`src/rtl/multiplexer_nway_reg_if.sv`:
```
// Handshake bundle for multiplexer_nway_reg: N input channels plus the registered output side.
// master = producers/consumer environment, slave = the mux itself.
interface multiplexer_nway_reg_if #(
  parameter int unsigned WIDTH    = 8,
  parameter int unsigned CHANNELS = 4,
  parameter int unsigned SEL_W    = 2
) ();

  logic [CHANNELS*WIDTH-1:0] in_data;
  logic [CHANNELS-1:0]       in_valid;
  logic [CHANNELS-1:0]       in_ready;
  logic [SEL_W-1:0]          sel;
  logic                      mode;
  logic [WIDTH-1:0]          out_data;
  logic [SEL_W-1:0]          out_chan;
  logic                      out_valid;
  logic                      out_ready;

  modport master (
    output in_data, in_valid, sel, mode, out_ready,
    input  in_ready, out_data, out_chan, out_valid
  );

  modport slave (
    input  in_data, in_valid, sel, mode, out_ready,
    output in_ready, out_data, out_chan, out_valid
  );

endinterface

```
`src/rtl/multiplexer_nway_reg.sv`:
```
// Registered N-channel mux with per-channel valid/ready and a single output holding register.
// Define MUX_RR_EN to compile in round-robin arbitration (mode=1); otherwise fixed select only.
module multiplexer_nway_reg #(
  parameter int unsigned WIDTH    = 8,
  parameter int unsigned CHANNELS = 4,
  parameter int unsigned SEL_W    = 2
) (
  input logic                   clk,
  input logic                   rst,
  multiplexer_nway_reg_if.slave bus
);

  localparam logic StEmpty = 1'b0;
  localparam logic StFull  = 1'b1;

  logic                state_q, state_d;
  logic [WIDTH-1:0]    data_q, data_d;
  logic [SEL_W-1:0]    chan_q, chan_d;

  logic                load_en;
  logic                xfer;
  logic                fix_hit;
  logic                grant_hit;
  logic [SEL_W-1:0]    grant_idx;
  logic [WIDTH-1:0]    sel_data;
  logic [CHANNELS-1:0] ready;

  // Loop compare rather than direct indexing so an out-of-range sel never grants.
  always_comb begin
    fix_hit = 1'b0;
    for (int i = 0; i < int'(CHANNELS); i++) begin
      if (SEL_W'(i) == bus.sel) fix_hit = bus.in_valid[i];
    end
  end

`ifdef MUX_RR_EN
  logic [SEL_W-1:0]    ptr_q, ptr_d;
  logic [CHANNELS-1:0] rot;
  logic                rr_hit;
  logic [SEL_W-1:0]    rr_idx;
  logic [SEL_W:0]      rr_sum;

  // Rotate valids so bit 0 is the channel at ptr; scanning downward leaves the first hit last.
  always_comb begin
    rot    = CHANNELS'({bus.in_valid, bus.in_valid} >> ptr_q);
    rr_hit = 1'b0;
    rr_idx = '0;
    rr_sum = '0;
    for (int k = int'(CHANNELS) - 1; k >= 0; k--) begin
      if (rot[k]) begin
        rr_hit = 1'b1;
        rr_sum = {1'b0, ptr_q} + (SEL_W+1)'(k);
        if (rr_sum >= (SEL_W+1)'(CHANNELS)) rr_sum = rr_sum - (SEL_W+1)'(CHANNELS);
        rr_idx = rr_sum[SEL_W-1:0];
      end
    end
  end

  always_comb begin
    grant_hit = bus.mode ? rr_hit : fix_hit;
    grant_idx = bus.mode ? rr_idx : bus.sel;
  end

  always_comb begin
    ptr_d = ptr_q;
    if (xfer && bus.mode) begin
      ptr_d = (rr_idx == SEL_W'(CHANNELS - 1)) ? '0 : rr_idx + 1'b1;
    end
  end

  always_ff @(posedge clk) begin
    if (rst) ptr_q <= '0;
    else     ptr_q <= ptr_d;
  end
`else
  logic unused_mode;
  assign unused_mode = bus.mode;

  always_comb begin
    grant_hit = fix_hit;
    grant_idx = bus.sel;
  end
`endif

  always_comb begin
    load_en = (state_q == StEmpty) || bus.out_ready;
    xfer    = load_en && grant_hit && !rst;
    ready   = '0;
    for (int i = 0; i < int'(CHANNELS); i++) begin
      if (xfer && (grant_idx == SEL_W'(i))) ready[i] = 1'b1;
    end
  end

  always_comb begin
    sel_data = '0;
    for (int i = 0; i < int'(CHANNELS); i++) begin
      if (grant_idx == SEL_W'(i)) sel_data = bus.in_data[i*WIDTH +: WIDTH];
    end
  end

  always_comb begin
    state_d = state_q;
    data_d  = data_q;
    chan_d  = chan_q;
    if (xfer) begin
      state_d = StFull;
      data_d  = sel_data;
      chan_d  = grant_idx;
    end else if (bus.out_ready) begin
      state_d = StEmpty;
    end
  end

  always_ff @(posedge clk) begin
    if (rst) begin
      state_q <= StEmpty;
      data_q  <= '0;
      chan_q  <= '0;
    end else begin
      state_q <= state_d;
      data_q  <= data_d;
      chan_q  <= chan_d;
    end
  end

  assign bus.in_ready  = ready;
  assign bus.out_data  = data_q;
  assign bus.out_chan  = chan_q;
  assign bus.out_valid = (state_q == StFull);

endmodule

```
`src/flat_wrapper.sv`:
```
// flat-port wrapper written by rule: the top's interface ports become plain ports
module multiplexer_nway_reg_flat 
#(
  parameter int unsigned WIDTH    = 8,
  parameter int unsigned CHANNELS = 4,
  parameter int unsigned SEL_W    = 2
)
  (clk, rst, bus_in_data, bus_in_valid, bus_sel, bus_mode, bus_out_ready, bus_in_ready, bus_out_data, bus_out_chan, bus_out_valid);
  multiplexer_nway_reg_if #(.WIDTH(WIDTH), .CHANNELS(CHANNELS), .SEL_W(SEL_W)) bus_i ();
  input logic clk;
  input logic rst;
  input wire logic [$bits(bus_i.in_data)-1:0] bus_in_data;
  input wire logic [$bits(bus_i.in_valid)-1:0] bus_in_valid;
  input wire logic [$bits(bus_i.sel)-1:0] bus_sel;
  input wire logic [$bits(bus_i.mode)-1:0] bus_mode;
  input wire logic [$bits(bus_i.out_ready)-1:0] bus_out_ready;
  output wire logic [$bits(bus_i.in_ready)-1:0] bus_in_ready;
  output wire logic [$bits(bus_i.out_data)-1:0] bus_out_data;
  output wire logic [$bits(bus_i.out_chan)-1:0] bus_out_chan;
  output wire logic [$bits(bus_i.out_valid)-1:0] bus_out_valid;
  assign bus_i.in_data = bus_in_data;
  assign bus_i.in_valid = bus_in_valid;
  assign bus_i.sel = bus_sel;
  assign bus_i.mode = bus_mode;
  assign bus_i.out_ready = bus_out_ready;
  assign bus_in_ready = bus_i.in_ready;
  assign bus_out_data = bus_i.out_data;
  assign bus_out_chan = bus_i.out_chan;
  assign bus_out_valid = bus_i.out_valid;
  multiplexer_nway_reg #(.WIDTH(WIDTH), .CHANNELS(CHANNELS), .SEL_W(SEL_W)) u_core (.clk(clk), .rst(rst), .bus(bus_i));
endmodule
```
`config.mk`:
```
export PLATFORM = sky130hd
export DESIGN_NAME = multiplexer_nway_reg_flat
export DESIGN_NICKNAME = d
export VERILOG_FILES = /design/src/rtl/multiplexer_nway_reg_if.sv /design/src/rtl/multiplexer_nway_reg.sv /design/src/flat_wrapper.sv
export SDC_FILE = /design/constraint.sdc
export NUM_CORES = 1
export LEC_CHECK = 0
export CAP_MARGIN = 20
export CORE_MARGIN = 4
export CORE_UTILIZATION = 35
export DETAILED_ROUTE_END_ITERATION = 8
export PLACE_DENSITY = 0.84
export SLEW_MARGIN = 20
export SYNTH_ARGS = -nofsm -noshare
export SYNTH_HDL_FRONTEND = slang
export SYNTH_SLANG_ARGS = --single-unit
```
`constraint.sdc`:
```
create_clock -name clk -period 3.65 [get_ports clk]
set_input_delay 1.095 -clock clk [delete_from_list [all_inputs] [get_ports clk]]
set_output_delay 1.095 -clock clk [all_outputs]
set_load 0.03 [all_outputs]
```
## Word-level counts from Yosys, hierarchy flattened

Index checks and enable logic that the tools add are counted.

- Eq/ne operators: 6
- Mux-type cells: 14
- Bitwise gates (word level): 1
- Reductions and logical operators: 10

Operators by type and width:

| operator | count |
|---|---|
| $mux 8 | 4 |
| $mux 1 | 10 |
| $logic_and 1x1->1 | 6 |
| $eq 2x2->1 const A | 2 |
| $eq 2x2->1 const B | 2 |
| $eq 1x2->1 const A | 1 |
| $eq 2x1->1 const B | 1 |
| $logic_not 2->1 | 1 |
| $reduce_bool 2->1 | 1 |
| $logic_not 1->1 | 1 |
| $logic_or 1x1->1 | 1 |
| $not 1->1 | 1 |

- Flip-flop bits (word level): 11
- Bits of input ports: 42
- Logic and storage cells: 34

## Logic depth before layout (Yosys ltp)

- Depth in word-level cells: 9
- Mapped depth: 6
- Gate-level depth less buffers: 4

## Worst setup path before layout

Ideal clock, no wire load.

- Kind: input to output
- Start: input port bus_sel[0]
- End: output port bus_in_ready[0]
- Arrival time: 2486 ps
- Required time: 2555 ps
- Path slack: 69 ps
- Stages: 3
- Buffers on the path: 2
- Path through: buf_6 > buf_2 > nor4b_1

- Longest elaborated chain between the ends: 9
- Elaborated cells on any way between the ends: 12

Ends and longest elaborated chain:

| what | line | source |
|---|---|---|
| start: declaration | flat_wrapper.sv:14 | `input wire logic [$bits(bus_i.sel)-1:0] bus_sel;` |
| $logic_not 2->1 | multiplexer_nway_reg.sv:32, multiplexer_nway_reg.sv:90 |  |
| $mux 1 (4 in series) | multiplexer_nway_reg.sv:32 | `if (SEL_W'(i) == bus.sel) fix_hit = bus.in_valid[i];` |
| $logic_and 1x1->1 (2 in series) | multiplexer_nway_reg.sv:87 | `xfer = load_en && grant_hit && !rst;` |
| $logic_and 1x1->1 * | multiplexer_nway_reg.sv:90 | `if (xfer && (grant_idx == SEL_W'(i))) ready[i] = 1'b1;` |
| $mux 1 * | multiplexer_nway_reg.sv:90 |  |
| end: declaration | flat_wrapper.sv:17 | `output wire logic [$bits(bus_i.in_ready)-1:0] bus_in_ready;` |

Mark *: on every way between the ends. The rest lies on a longest branch, timed or not.

## Worst setup path after layout

- Start: input port bus_out_ready
- End: output port bus_in_ready[0]

- Longest elaborated chain between the ends: 5

Ends and longest elaborated chain:

| what | line | source |
|---|---|---|
| start: declaration | flat_wrapper.sv:16 | `input wire logic [$bits(bus_i.out_ready)-1:0] bus_out_ready;` |
| $logic_or 1x1->1 | multiplexer_nway_reg.sv:86 | `load_en = (state_q == StEmpty) \|\| bus.out_ready;` |
| $logic_and 1x1->1 (2 in series) | multiplexer_nway_reg.sv:87 |  |
| $logic_and 1x1->1 | multiplexer_nway_reg.sv:90 |  |
| $mux 1 | multiplexer_nway_reg.sv:90 |  |

Every way passes these cells.

==> reports/metrics.yaml <==
gp_congestion: 0.737
areaGrowthSynthToFinish_pct: 81.6
postCtsHoldBufs: 0
yosys-top-cells-area: "dfxtp_1 (31%), mux4_2 (19%), mux2i_1 (14%), mux4_1 (11%), nor2_1 (6.8%)"
required_ns: 2.55
wirelength_um: 2220
end_kind: "primary output"
synth_common_cells: "nor2_1 (13), dfxtp_1 (11), mux2i_1 (10)"
ctsResizeCount: 0
wire_per_inst_um: 14.8
yosysTopAreaCell: "dfxtp_1"
die_area_mm2: 0.00285
worstPathArrival_ns: 2.33
synth_warnings: 0
seq_area_frac_synth_pct: 30.6
core_mm2: 0.00196
ys_ff_latch: 11
portBuffers: 55
netlist_instances: 66
die_h_um: 53.4
p_leak_nw: 0.502
die_w_um: 53.4
drc: 0
final_antenna_net_count: 0
drt_iter0_markers: 10
cts_buffers: 3
maxCapViolations: 0
worstMarginPinSlew_ns: 0.357
setup_violations: 0
fin_crit_sh_pct: 94.0
num_vias: 731
overflow: 0
hp-class: "flip-flop to flip-flop"
grt_pass1_wl_um: 3500
fmax_mhz: 292
nets: 166
fillCellCount: 184
rsz0062_at_grt: "false"
syn_avg_cell_area_um2: 10.9
worstSkewPairLatency_ns: 0.26
ios: 57
ys_types: 20
cts_root_buf: "clkbuf_4"
synth_edf_count: 0
antenna_found_initial: 0
dp_hpwl_um: 1920
n_antenna_cell: 0
fin_tns_setup_ns: 0
p_per_area_mw_per_mm2: 268
syn-num-nets: 108
grt_pass1_vias: 784
yosys.area.top_type_share_pct: 30.6
clkSinkCount: 11
viasPerCell: 4.87
peakVddDrop_mv: 0.156
h-tree-depth: 1
start_kind: "input port"
cp_max_fo: 3
hold_viol_final: 0
status: "completed"
clkTransAtPathRegs_ns: 0.06
async_reset_ff_share_pct: 0
grt_max_degree: 13
drive_gt1_share_pct: 13.8
cts_setup_buffers: 0
skew_ns: 0.00234
cts_tree: "done"
grt_usage_pct: 16.9
crit_type: "input port to primary output"
fin_util_pct: 66.7
initial_utilization_pct: 36.7
rows: 16
synth_ff_type: "dfxtp_1"
first_pass_iters: 4
slew_headroom_pct: 76.1
synthesis.area_um2: 721
fin_crit_ns: 3.43
cts_buffer_depth: 2
synthMostInstantiatedCell: "nor2_1"
drv_slew: 0
path summary, 6_finish.rpt:
check	cells after the start	from	slack, ns	endpoint
max	5	bus_out_ready	0.22	bus_in_ready[0]
max reg2reg	4	u_core.bus.out_valid	2.54	u_core.bus.out_data[5]
min	2	u_core.bus.out_data[2]	0.49	u_core.bus.out_data[2]
min reg2reg	2	u_core.bus.out_data[2]	0.49	u_core.bus.out_data[2]
routing by layer:
layer	track usage [%]	part of all wire, %	up-vias
met3	6.48	17	2
met5	0	0	-
li1	-	-	358
met1	18.4	37	323
met2	29.6	46	48
met4	5.11	0.27	0
where the power goes:
group	leakage (nW)	total [mW]	internal [mW]	switching, mW
clock network	0.0150	0.0800	0.0422	0.0378
registers	0.0901	0.133	0.129	0.00457
logic	0.397	0.138	0.0829	0.0547
state kept, by name (all words and copies together), names as in the netlist:
| register | cells |
|---|---|
| u_core.bus.out_data | 8 |
| u_core.bus.out_chan | 2 |
| u_core.bus.out_valid | 1 |
logic make-up (layout without fill, tap and decap cells):
family / Yosys count / after routing / synth area share, %
simple gates: 25 / 25 / 16.7
compound gates: 4 / 4 / 3.30
mux: 19 / 19 / 43.6
buf+inv: 7 / 64 / 5.90
flops: 11 / 11 / 30.6
cell type report:
cell class | instances | area, µm² | area share [%]
clock buffer | 4 | 26.3 | 2.01
inverter | 2 | 7.51 | 0.574
timing repair buffer | 58 | 563 | 43.0
tap | 27 | 33.8 | 2.58
sequential | 11 | 220 | 16.8
multi-input combinational | 48 | 458 | 35.0
worst max-delay path, cell delays in order:
cell	delay, ns
clkdlybuf4s50_1	0.48
nand2b_1	0.16
nand2_1	0.11
nor4b_1	0.29
buf_4	0.21
cells in the final DEF (no fill, tap or decap), drive strengths merged:
cell type,synthesis,routed
nand2b,2,2
mux2i,10,10
o21ai,2,2
nand3,1,1
dfxtp,11,11
and3,1,1
nand2,3,3
clkbuf,2,4
and2,1,1
mux4,9,9
inv,2,2
nor2,13,13
nor4b,1,1
clkdlybuf4s50,0,51
nor2b,1,1
buf,3,7
o22a,1,1
a21oi,1,1
nor3,2,2
stage by stage:
stage          setup WS, ns  cell area, µm²  cells  hold WS, ns  power (mW)
6_report              0.221            1310    150        0.493       0.351
5_1_grt               0.104            1310    150        0.525       0.372
4_1_cts               0.215            1310    150        0.497       0.354
3_5_place_dp          0.240            1280    146        0.481       0.274
3_3_place_gp          0.228            1280    146        0.472       0.271
2_1_floorplan        0.0686             721     66        0.609       0.204
No activity file was read; power rests on OpenSTA's default activity.
